$ cat config.mk
export PLATFORM = sky130hd
export DESIGN_NAME = sort_frame_sequencer_flat
export DESIGN_NICKNAME = d
export VERILOG_FILES = /design/src/rtl/sort_frame_sequencer_if.sv /design/src/rtl/sort_frame_sequencer.sv /design/src/flat_wrapper.sv
export SDC_FILE = /design/constraint.sdc
export NUM_CORES = 1
export LEC_CHECK = 0
export ABC_AREA = 1
export CORE_ASPECT_RATIO = 0.7
export CORE_MARGIN = 8
export CORE_UTILIZATION = 45
export DETAILED_ROUTE_END_ITERATION = 8
export PLACE_DENSITY = 0.77
export SETUP_SLACK_MARGIN = 0.3
export SKIP_LAST_GASP = 1
export SYNTH_ARGS = -nofsm -noshare
export SYNTH_HDL_FRONTEND = slang
export SYNTH_SLANG_ARGS = --single-unit
$ cat constraint.sdc
create_clock -name clk -period 1.5 [get_ports clk]
set_input_delay 0.225 -clock clk [delete_from_list [all_inputs] [get_ports clk]]
set_output_delay 0.225 -clock clk [all_outputs]
set_load 0.1 [all_outputs]
$ cat src/rtl/sort_frame_sequencer_if.sv
// Stream-in, stream-out and sorter-control signals of the frame sequencer.
// master is the sequencer side; slave is the producer/sorter/consumer side.
interface sort_frame_sequencer_if #(
    parameter int BITWIDTH = 8
);
    logic                  in_valid;
    logic                  in_ready;
    logic [BITWIDTH-1:0]   in_data;
    logic                  in_last;

    logic                  srt_load;
    logic [2:0]            srt_idx;
    logic [BITWIDTH-1:0]   srt_din;
    logic                  srt_sortit;
    logic [8*BITWIDTH:0]   srt_dout;

    logic                  out_valid;
    logic                  out_ready;
    logic [BITWIDTH-1:0]   out_data;
    logic                  out_last;

    modport master (
        input  in_valid, in_data, in_last, srt_dout, out_ready,
        output in_ready, srt_load, srt_idx, srt_din, srt_sortit,
               out_valid, out_data, out_last
    );

    modport slave (
        output in_valid, in_data, in_last, srt_dout, out_ready,
        input  in_ready, srt_load, srt_idx, srt_din, srt_sortit,
               out_valid, out_data, out_last
    );
endinterface

$ cat src/rtl/sort_frame_sequencer.sv
// Collects an 8-element frame, loads it into the 8-entry sorter, fires the sort,
// captures the result after SORT_LAT cycles and streams it out largest first.
module sort_frame_sequencer #(
    parameter int BITWIDTH = 8,
    parameter int SORT_LAT = 1
) (
    input  logic                   clk,
    input  logic                   resetn,
    sort_frame_sequencer_if.master bus,
    output logic                   busy,
    output logic                   err
);
    localparam logic [3:0] LAT = 4'(SORT_LAT);

    typedef enum logic [2:0] {FILL, PAD, SORT, WAIT, DRAIN} state_t;

    state_t                  state, state_nxt;
    logic [2:0]              count;
    logic [2:0]              beat;
    logic [3:0]              lat_cnt;
    logic [8*BITWIDTH-1:0]   capture;
    logic                    lat_hit;

    logic                    in_ready;
    logic                    load;
    logic [2:0]              idx;
    logic [BITWIDTH-1:0]     din;
    logic                    sortit;
    logic                    out_valid;
    logic [BITWIDTH-1:0]     out_data;
    logic                    out_last;

    assign lat_hit = (lat_cnt + 4'd1) == LAT;

    always_ff @(posedge clk or negedge resetn) begin
        if (!resetn) state <= FILL;
        else         state <= state_nxt;
    end

    always_comb begin
        // NOTE: every output gets a default first so no branch can infer a latch.
        state_nxt = state;
        in_ready  = 1'b0;
        load      = 1'b0;
        idx       = '0;
        din       = '0;
        sortit    = 1'b0;
        out_valid = 1'b0;
        out_data  = '0;
        out_last  = 1'b0;
        case (state)
            FILL: begin
                in_ready = 1'b1;
                if (bus.in_valid) begin
                    load = 1'b1;
                    idx  = count;
                    din  = bus.in_data;
                    if (count == 3'd7)    state_nxt = SORT;
                    else if (bus.in_last) state_nxt = PAD;
                end
            end
            PAD: begin
                load = 1'b1;
                idx  = count;
                if (count == 3'd7) state_nxt = SORT;
            end
            SORT: begin
                sortit    = 1'b1;
                state_nxt = WAIT;
            end
            WAIT: begin
                if (lat_hit) state_nxt = DRAIN;
            end
            DRAIN: begin
                out_valid = 1'b1;
                out_data  = capture[int'(beat)*BITWIDTH +: BITWIDTH];
                out_last  = (beat == 3'd7);
                if (bus.out_ready && beat == 3'd7) state_nxt = FILL;
            end
            default: state_nxt = FILL;
        endcase
    end

    // Frame datapath; the capture register is cleared so a reset leaves no stale frame.
    always_ff @(posedge clk or negedge resetn) begin
        if (!resetn) begin
            count   <= '0;
            beat    <= '0;
            lat_cnt <= '0;
            capture <= '0;
            err     <= 1'b0;
        end else begin
            if (load) count <= count + 3'd1;
            case (state)
                SORT: lat_cnt <= '0;
                WAIT: begin
                    lat_cnt <= lat_cnt + 4'd1;
                    if (lat_hit) begin
                        capture <= bus.srt_dout[8*BITWIDTH-1:0];
                        beat    <= '0;
                        if (!bus.srt_dout[8*BITWIDTH]) err <= 1'b1;
                    end
                end
                DRAIN: begin
                    if (bus.out_ready) begin
                        beat <= beat + 3'd1;
                        if (beat == 3'd7) count <= '0;
                    end
                end
                default: ;
            endcase
        end
    end

    assign bus.in_ready   = in_ready;
    assign bus.srt_load   = load;
    assign bus.srt_idx    = idx;
    assign bus.srt_din    = din;
    assign bus.srt_sortit = sortit;
    assign bus.out_valid  = out_valid;
    assign bus.out_data   = out_data;
    assign bus.out_last   = out_last;
    assign busy           = (state != FILL);
endmodule

$ cat src/flat_wrapper.sv
// flat-port wrapper written by rule: the top's interface ports become plain ports
module sort_frame_sequencer_flat 
#(
    parameter int BITWIDTH = 8,
    parameter int SORT_LAT = 1
)
  (clk, resetn, busy, err, bus_in_valid, bus_in_data, bus_in_last, bus_srt_dout, bus_out_ready, bus_in_ready, bus_srt_load, bus_srt_idx, bus_srt_din, bus_srt_sortit, bus_out_valid, bus_out_data, bus_out_last);
  sort_frame_sequencer_if #(.BITWIDTH(BITWIDTH)) bus_i ();
  input  logic clk;
  input  logic resetn;
  output logic busy;
  output logic err;
  input wire logic [$bits(bus_i.in_valid)-1:0] bus_in_valid;
  input wire logic [$bits(bus_i.in_data)-1:0] bus_in_data;
  input wire logic [$bits(bus_i.in_last)-1:0] bus_in_last;
  input wire logic [$bits(bus_i.srt_dout)-1:0] bus_srt_dout;
  input wire logic [$bits(bus_i.out_ready)-1:0] bus_out_ready;
  output wire logic [$bits(bus_i.in_ready)-1:0] bus_in_ready;
  output wire logic [$bits(bus_i.srt_load)-1:0] bus_srt_load;
  output wire logic [$bits(bus_i.srt_idx)-1:0] bus_srt_idx;
  output wire logic [$bits(bus_i.srt_din)-1:0] bus_srt_din;
  output wire logic [$bits(bus_i.srt_sortit)-1:0] bus_srt_sortit;
  output wire logic [$bits(bus_i.out_valid)-1:0] bus_out_valid;
  output wire logic [$bits(bus_i.out_data)-1:0] bus_out_data;
  output wire logic [$bits(bus_i.out_last)-1:0] bus_out_last;
  assign bus_i.in_valid = bus_in_valid;
  assign bus_i.in_data = bus_in_data;
  assign bus_i.in_last = bus_in_last;
  assign bus_i.srt_dout = bus_srt_dout;
  assign bus_i.out_ready = bus_out_ready;
  assign bus_in_ready = bus_i.in_ready;
  assign bus_srt_load = bus_i.srt_load;
  assign bus_srt_idx = bus_i.srt_idx;
  assign bus_srt_din = bus_i.srt_din;
  assign bus_srt_sortit = bus_i.srt_sortit;
  assign bus_out_valid = bus_i.out_valid;
  assign bus_out_data = bus_i.out_data;
  assign bus_out_last = bus_i.out_last;
  sort_frame_sequencer #(.BITWIDTH(BITWIDTH), .SORT_LAT(SORT_LAT)) u_core (.clk(clk), .resetn(resetn), .bus(bus_i), .busy(busy), .err(err));
endmodule
Word-level counts from Yosys, hierarchy flattened. Cells that the tools add are included.

Flip-flop bits (word level): 78. Input port bits: 78. Output and inout port bits: 26. Word-level logic and storage cells: 59.

Add/sub/neg operators: 3. Equality and inequality tests: 13. Shift operators: 1. Mux-type cells: 26. Bitwise logic cells: 1. Reductions and logical operators: 9.

Operator list (count): $shiftx A64 B7 Y8 (1); $mux W3 (13); $mux W8 (3); $pmux W3 S5 (1); $pmux W3 S2 (2); $eq A3 B3 Y1 const B (3); $pmux W4 S2 (1); $add A3 B1 Y3 const B (2); $eq A3 B2 Y1 const B (2); $ne A2 B1 Y1 const B (3); $reduce_and A3 Y1 (2); $mux W1 (5); $reduce_and A5 Y1 (1); $add A4 B1 Y4 const B (1); $eq A4 B1 Y1 const B (1); $ne A2 B2 Y1 const B (2); $reduce_bool A2 Y1 (2); $eq A3 B1 Y1 const B (1); $logic_not A3 Y1 (1); $ne A3 B2 Y1 const B (1); $reduce_bool A3 Y1 (1); $pmux W1 S2 (1); $reduce_and A2 Y1 (1); $logic_and A1 B1 Y1 (1); $not A1 Y1 (1).

Longest topological paths before layout.
Word-level depth: 6. Gate-level depth with buffers: 11. Depth with buffers taken out: 11.

Worst setup path before layout. No wires, ideal clock.

Path type: reg-to-output. From: register u_core.state[2]. To: output port bus_srt_din[0]. Data arrival time: 2.882 ns. Data required time: 1.275 ns. Slack: -1.607 ns. Cell stages (with the launch flop): 4. Path buffers: 0. Cell sequence: dfrtp_1 > nor2_1 > nand2_1 > nor2_1.

Cells in the longest elaborated chain, start to end: 2.

Ends and longest elaborated chain: from (decl) (RTL line sort_frame_sequencer.sv:17) `state_t state, state_nxt;`; from (signal assigned) (RTL line sort_frame_sequencer.sv:37) `else state <= state_nxt;`; $logic_not A3 Y1 (RTL line sort_frame_sequencer.sv:51) `case (state)`; $mux W8 (RTL line sort_frame_sequencer.sv:51); to (decl) (RTL line flat_wrapper.sv:21) `output wire logic [$bits(bus_i.srt_din)-1:0] bus_srt_din;`.

No other way between the ends.

Worst setup path after layout.
From: register u_core.beat[0]. To: output port bus_out_data[2].

Cells in the longest elaborated chain, start to end: 2.

Ends and longest elaborated chain: from (decl) (RTL line sort_frame_sequencer.sv:19) `logic [2:0] beat;`; from (signal assigned) (RTL line sort_frame_sequencer.sv:106) `beat <= beat + 3'd1;`; $shiftx A64 B7 Y8 (RTL line sort_frame_sequencer.sv:76) `out_data = capture[int'(beat)*BITWIDTH +: BITWIDTH];`; $mux W8 (RTL line sort_frame_sequencer.sv:51); to (decl) (RTL line flat_wrapper.sv:24) `output wire logic [$bits(bus_i.out_data)-1:0] bus_out_data;`.

No other way between the ends.

==> metrics.md <==
| Metric | Value |
|---|---|
| Status | finished, violations left |
| Failing checks | negative setup slack |
| Number of global-route vias before repair | just under 5000 |
| CTS HTree Levels | 3 |
| Worst reg2reg endpoint | u_core.capture[35]$_DFFE_PN0P_ |
| DRC viols | 0 |
| DRT iter0 DRCs | 592 |
| Routed length per placed instance | 24.9 um |
| Clock Tree Buf Depth | 2 |
| Crit. End Element | primary output |
| Leakage | 0.00357 uW |
| Die height | 95.5 um |
| DRT Wirelength | ~21000 um |
| Area after DPL | 5880 um2 |
| Hold Path Class | in2async |
| Post-Layout Cell Count | 830 |
| Mapped Cells | 536 |
| R2R setup slack | -570 ps |
| Fill cells | between 400 and 500 |
| Share of cells above drive strength 1 | 0.425 |
| Max-slew violation count | 0 |
| Clock input transition at the sequential cells of the worst setup and hold paths | 70 ps |
| Multiplexer area fraction after synthesis | 0 |
| Final Worst Setup Slack | -757 ps |
| R2R depth | 11 |
| Critical path startpoint category | register |
| Post-synth top area cell | dfrtp_1 |
| RSZ-0062 raised after global routing | true |
| FP Rows | 29 |
| Starting Density | 0.455 |
| CP arrival | 2030 ps |
| Placed cells | roughly 760 |
| Post-synth design cell area | 4060 um2 |
| Critical path peak fanout | 22 |
| I/O pins | 104 |
| Worst slew margin | 0.727 |
| #FFs+latches synth | 78 |
| Mapped Nets | 620 |
| Post-synthesis sequential area ratio | 0.480 |
| Average size of a mapped cell | 7.58 um2 |
| Vias per inst | 6.03 |
| Slew @ Worst Pin | between 400 and 500 ps |
| TritonCTS clock tree | yes |
| Synth cell types | 26 |
| Post-Synth Simple-Gate Area | 0.212 |
| CTS Sinks | 78 |
| Power Dens Cells | 2270 nW/um2 |
| Antenna violations before repair | 0 |
| Insertion delay to the later sink of the worst-skew pair | 340 ps |
| Synth top cells by count | nand2_1, inv_1, dfrtp_1 |
| Antenna Violating Nets Remaining | 0 |
| # setup viols final | 99 |
| Worst VDD drop | 1.18 mV |
| Core ar. | slightly below 9000 um2 |
| Buffers on Ports | 103 |
| Gpl congestion | 0.832 |
| CP required | 1270 ps |
| Gr usage total | 0.287 |
| Asr flop ratio synth | 1.00 |
| Adder-Cell Fraction of Synth Area | 0.0185 |
| Post-synth EDFFs | 0 |
| First-pass GRT wire length | 26900 um |
| Syn. warnings | 0 |
| Post-synthesis xor/xnor area fraction | 0 |
| Die width | approximately 130 um |
| Top post-synthesis cells by area | dfrtp_1, nand2_1, inv_1, nor2_1, o21ai_1 |
| CTS Buf Count | 9 |
| Final Critical Period | 2260 ps |
| Antenna diodes | 0 |
| Largest net degree at the start of global routing | 29 |
| Final Skew | 7.05 ps |
| Die ar. | 12400 um2 |
| Synth Area in Compound Gates | 0.165 |
| Fin crit share | 1.50 |
| Largest family of logic cells by synthesized area | simple AND/OR/NAND/NOR gates |
| Pre-antenna DRT Iters | 5 |
| HPWL after DPL | 8990 um |
| Crit path kind | reg2out |
| Finished Cell Area | 7660 um2 |
| Vias | 5002 |
| Yosys top cell area share | 0.480 |
| Worst R2R Start | u_core.lat_cnt[0]$_DFFE_PN0P_ |
| Max-cap viol count | 0 |
| Total grt overflow | 0 |
| Hold Vio Cnt, Final | 0 |
| Layout Nets | slightly below 800 |
| Count leader, synth | nand2_1 |
| Clk root buf | clkbuf_16 |
| P&R area growth vs syn | 88.5% |
| FMAX | 443 MHz |
| Top_reg_cell synth | dfrtp_1 |
## critical path: stages, from the launching register on
cell and delay [ps]:
dfrtp_2 510, buf_12 210, nor2_1 80, nor2_1 130
o21ai_0 160, nand3_1 200, nand2_4 70, nor2_4 130
buf_12 180
## per-stage QoR
step / power, uW / worst slack (ps) / TNS (ps) / utilization / hold slack [ps]
floorplan: 8770 / -197 / -3960 / - / -70.6
global placement: 10700 / -144 / -3660 / 0.659 / 159
detailed placement: 11000 / -180 / -8640 / 0.659 / 161
CTS: 15400 / -452 / -25090 / 0.816 / 380
global route: 17900 / -814 / -52700 / 0.858 / 391
finish: 17400 / -757 / -46200 / 0.858 / 363
## flip-flops by register name, indices dropped and copies added (netlist names)
name,count
u_core.beat,3
u_core.capture,64
u_core.count,3
u_core.err,1
u_core.lat_cnt,4
u_core.state,3
## worst max-delay path by stage
stage / startpoint / end / slack, ps / depth (start not counted)
after floorplan: u_core.state[0]$_DFFE_PN0P_ / bus_out_data[0] / -200 / 6
after global placement: u_core.beat[0]$_DFFE_PN0P_ / bus_out_data[5] / -140 / 8
after detailed placement: bus_in_valid / bus_srt_idx[0] / -180 / 6
after CTS: u_core.beat[0]$_DFFE_PN0P_ / bus_out_data[7] / -450 / 8
after global routing: u_core.beat[0]$_DFFE_PN0P_ / bus_out_data[1] / -810 / 7
final: u_core.beat[0]$_DFFE_PN0P_ / bus_out_data[2] / -760 / 8
## layout make-up
cell class | instances | area (um2) | area share
timing repair buffer | 182 | 2490 | 0.325
clock buffer | 10 | 239 | 0.0312
tap | 124 | 155 | 0.0203
clock inverter | 5 | 58.8 | 0.00768
inverter | 87 | 362 | 0.0472
multi-input combinational | 344 | 2400 | 0.313
sequential | 78 | 1960 | 0.256
## layer usage
metal,wire [um],vias up,global-route usage
met5,0,-,0
met4,1430,0,0.137
met3,2650,143,0.0777
met2,9440,519,0.476
met1,7170,2333,0.343
li1,-,2007,-
## placed cells by master (no fill, tap or decap), types with 2 or more instances in the layout
cell type / count
a21oi_1: 2
buf_12: 41
buf_16: 16
buf_4: 28
buf_6: 15
buf_8: 5
clkbuf_16: 9
clkdlybuf4s50_1: 76
clkinvlp_4: 4
dfrtp_1: 73
dfrtp_2: 5
ha_2: 5
inv_1: 75
inv_2: 5
inv_4: 2
inv_6: 2
nand2_1: 61
nand2_2: 30
nand2_4: 18
nand2_8: 3
nand3_1: 15
nand3_2: 3
nand3_4: 2
nor2_1: 46
nor2_2: 6
nor2_4: 27
o21a_1: 8
o21ai_0: 37
o21ai_1: 10
o21ai_2: 61
o21ai_4: 5
## report_power, final
part / switching (uW) / internal (uW)
Sequential: 1120 / 3120
Combinational: 6450 / 4460
Clock: 926 / 1330
Total: 8500 / 8910
## kinds of logic (layout without fill, tap and decap cells)
family | Yosys count | in the layout
adder cells (fa/ha/maj) | 6 | 6
buffers and inverters | 115 | 284
flip-flops | 78 | 78
AND/OR/NAND/NOR | 212 | 213
AO/OA/AOI/OAI | 125 | 125
## repair_timing
item	CTS	global route
pin swaps	20	18
buffers inserted	28	12
hold buffers	1	0
endpoints found under the hold margin	23	0
endpoints found under the setup margin	99	102
gates cloned	17	0
gates resized for setup	137	74
Note: power is estimated with default switching activity, not from simulation.
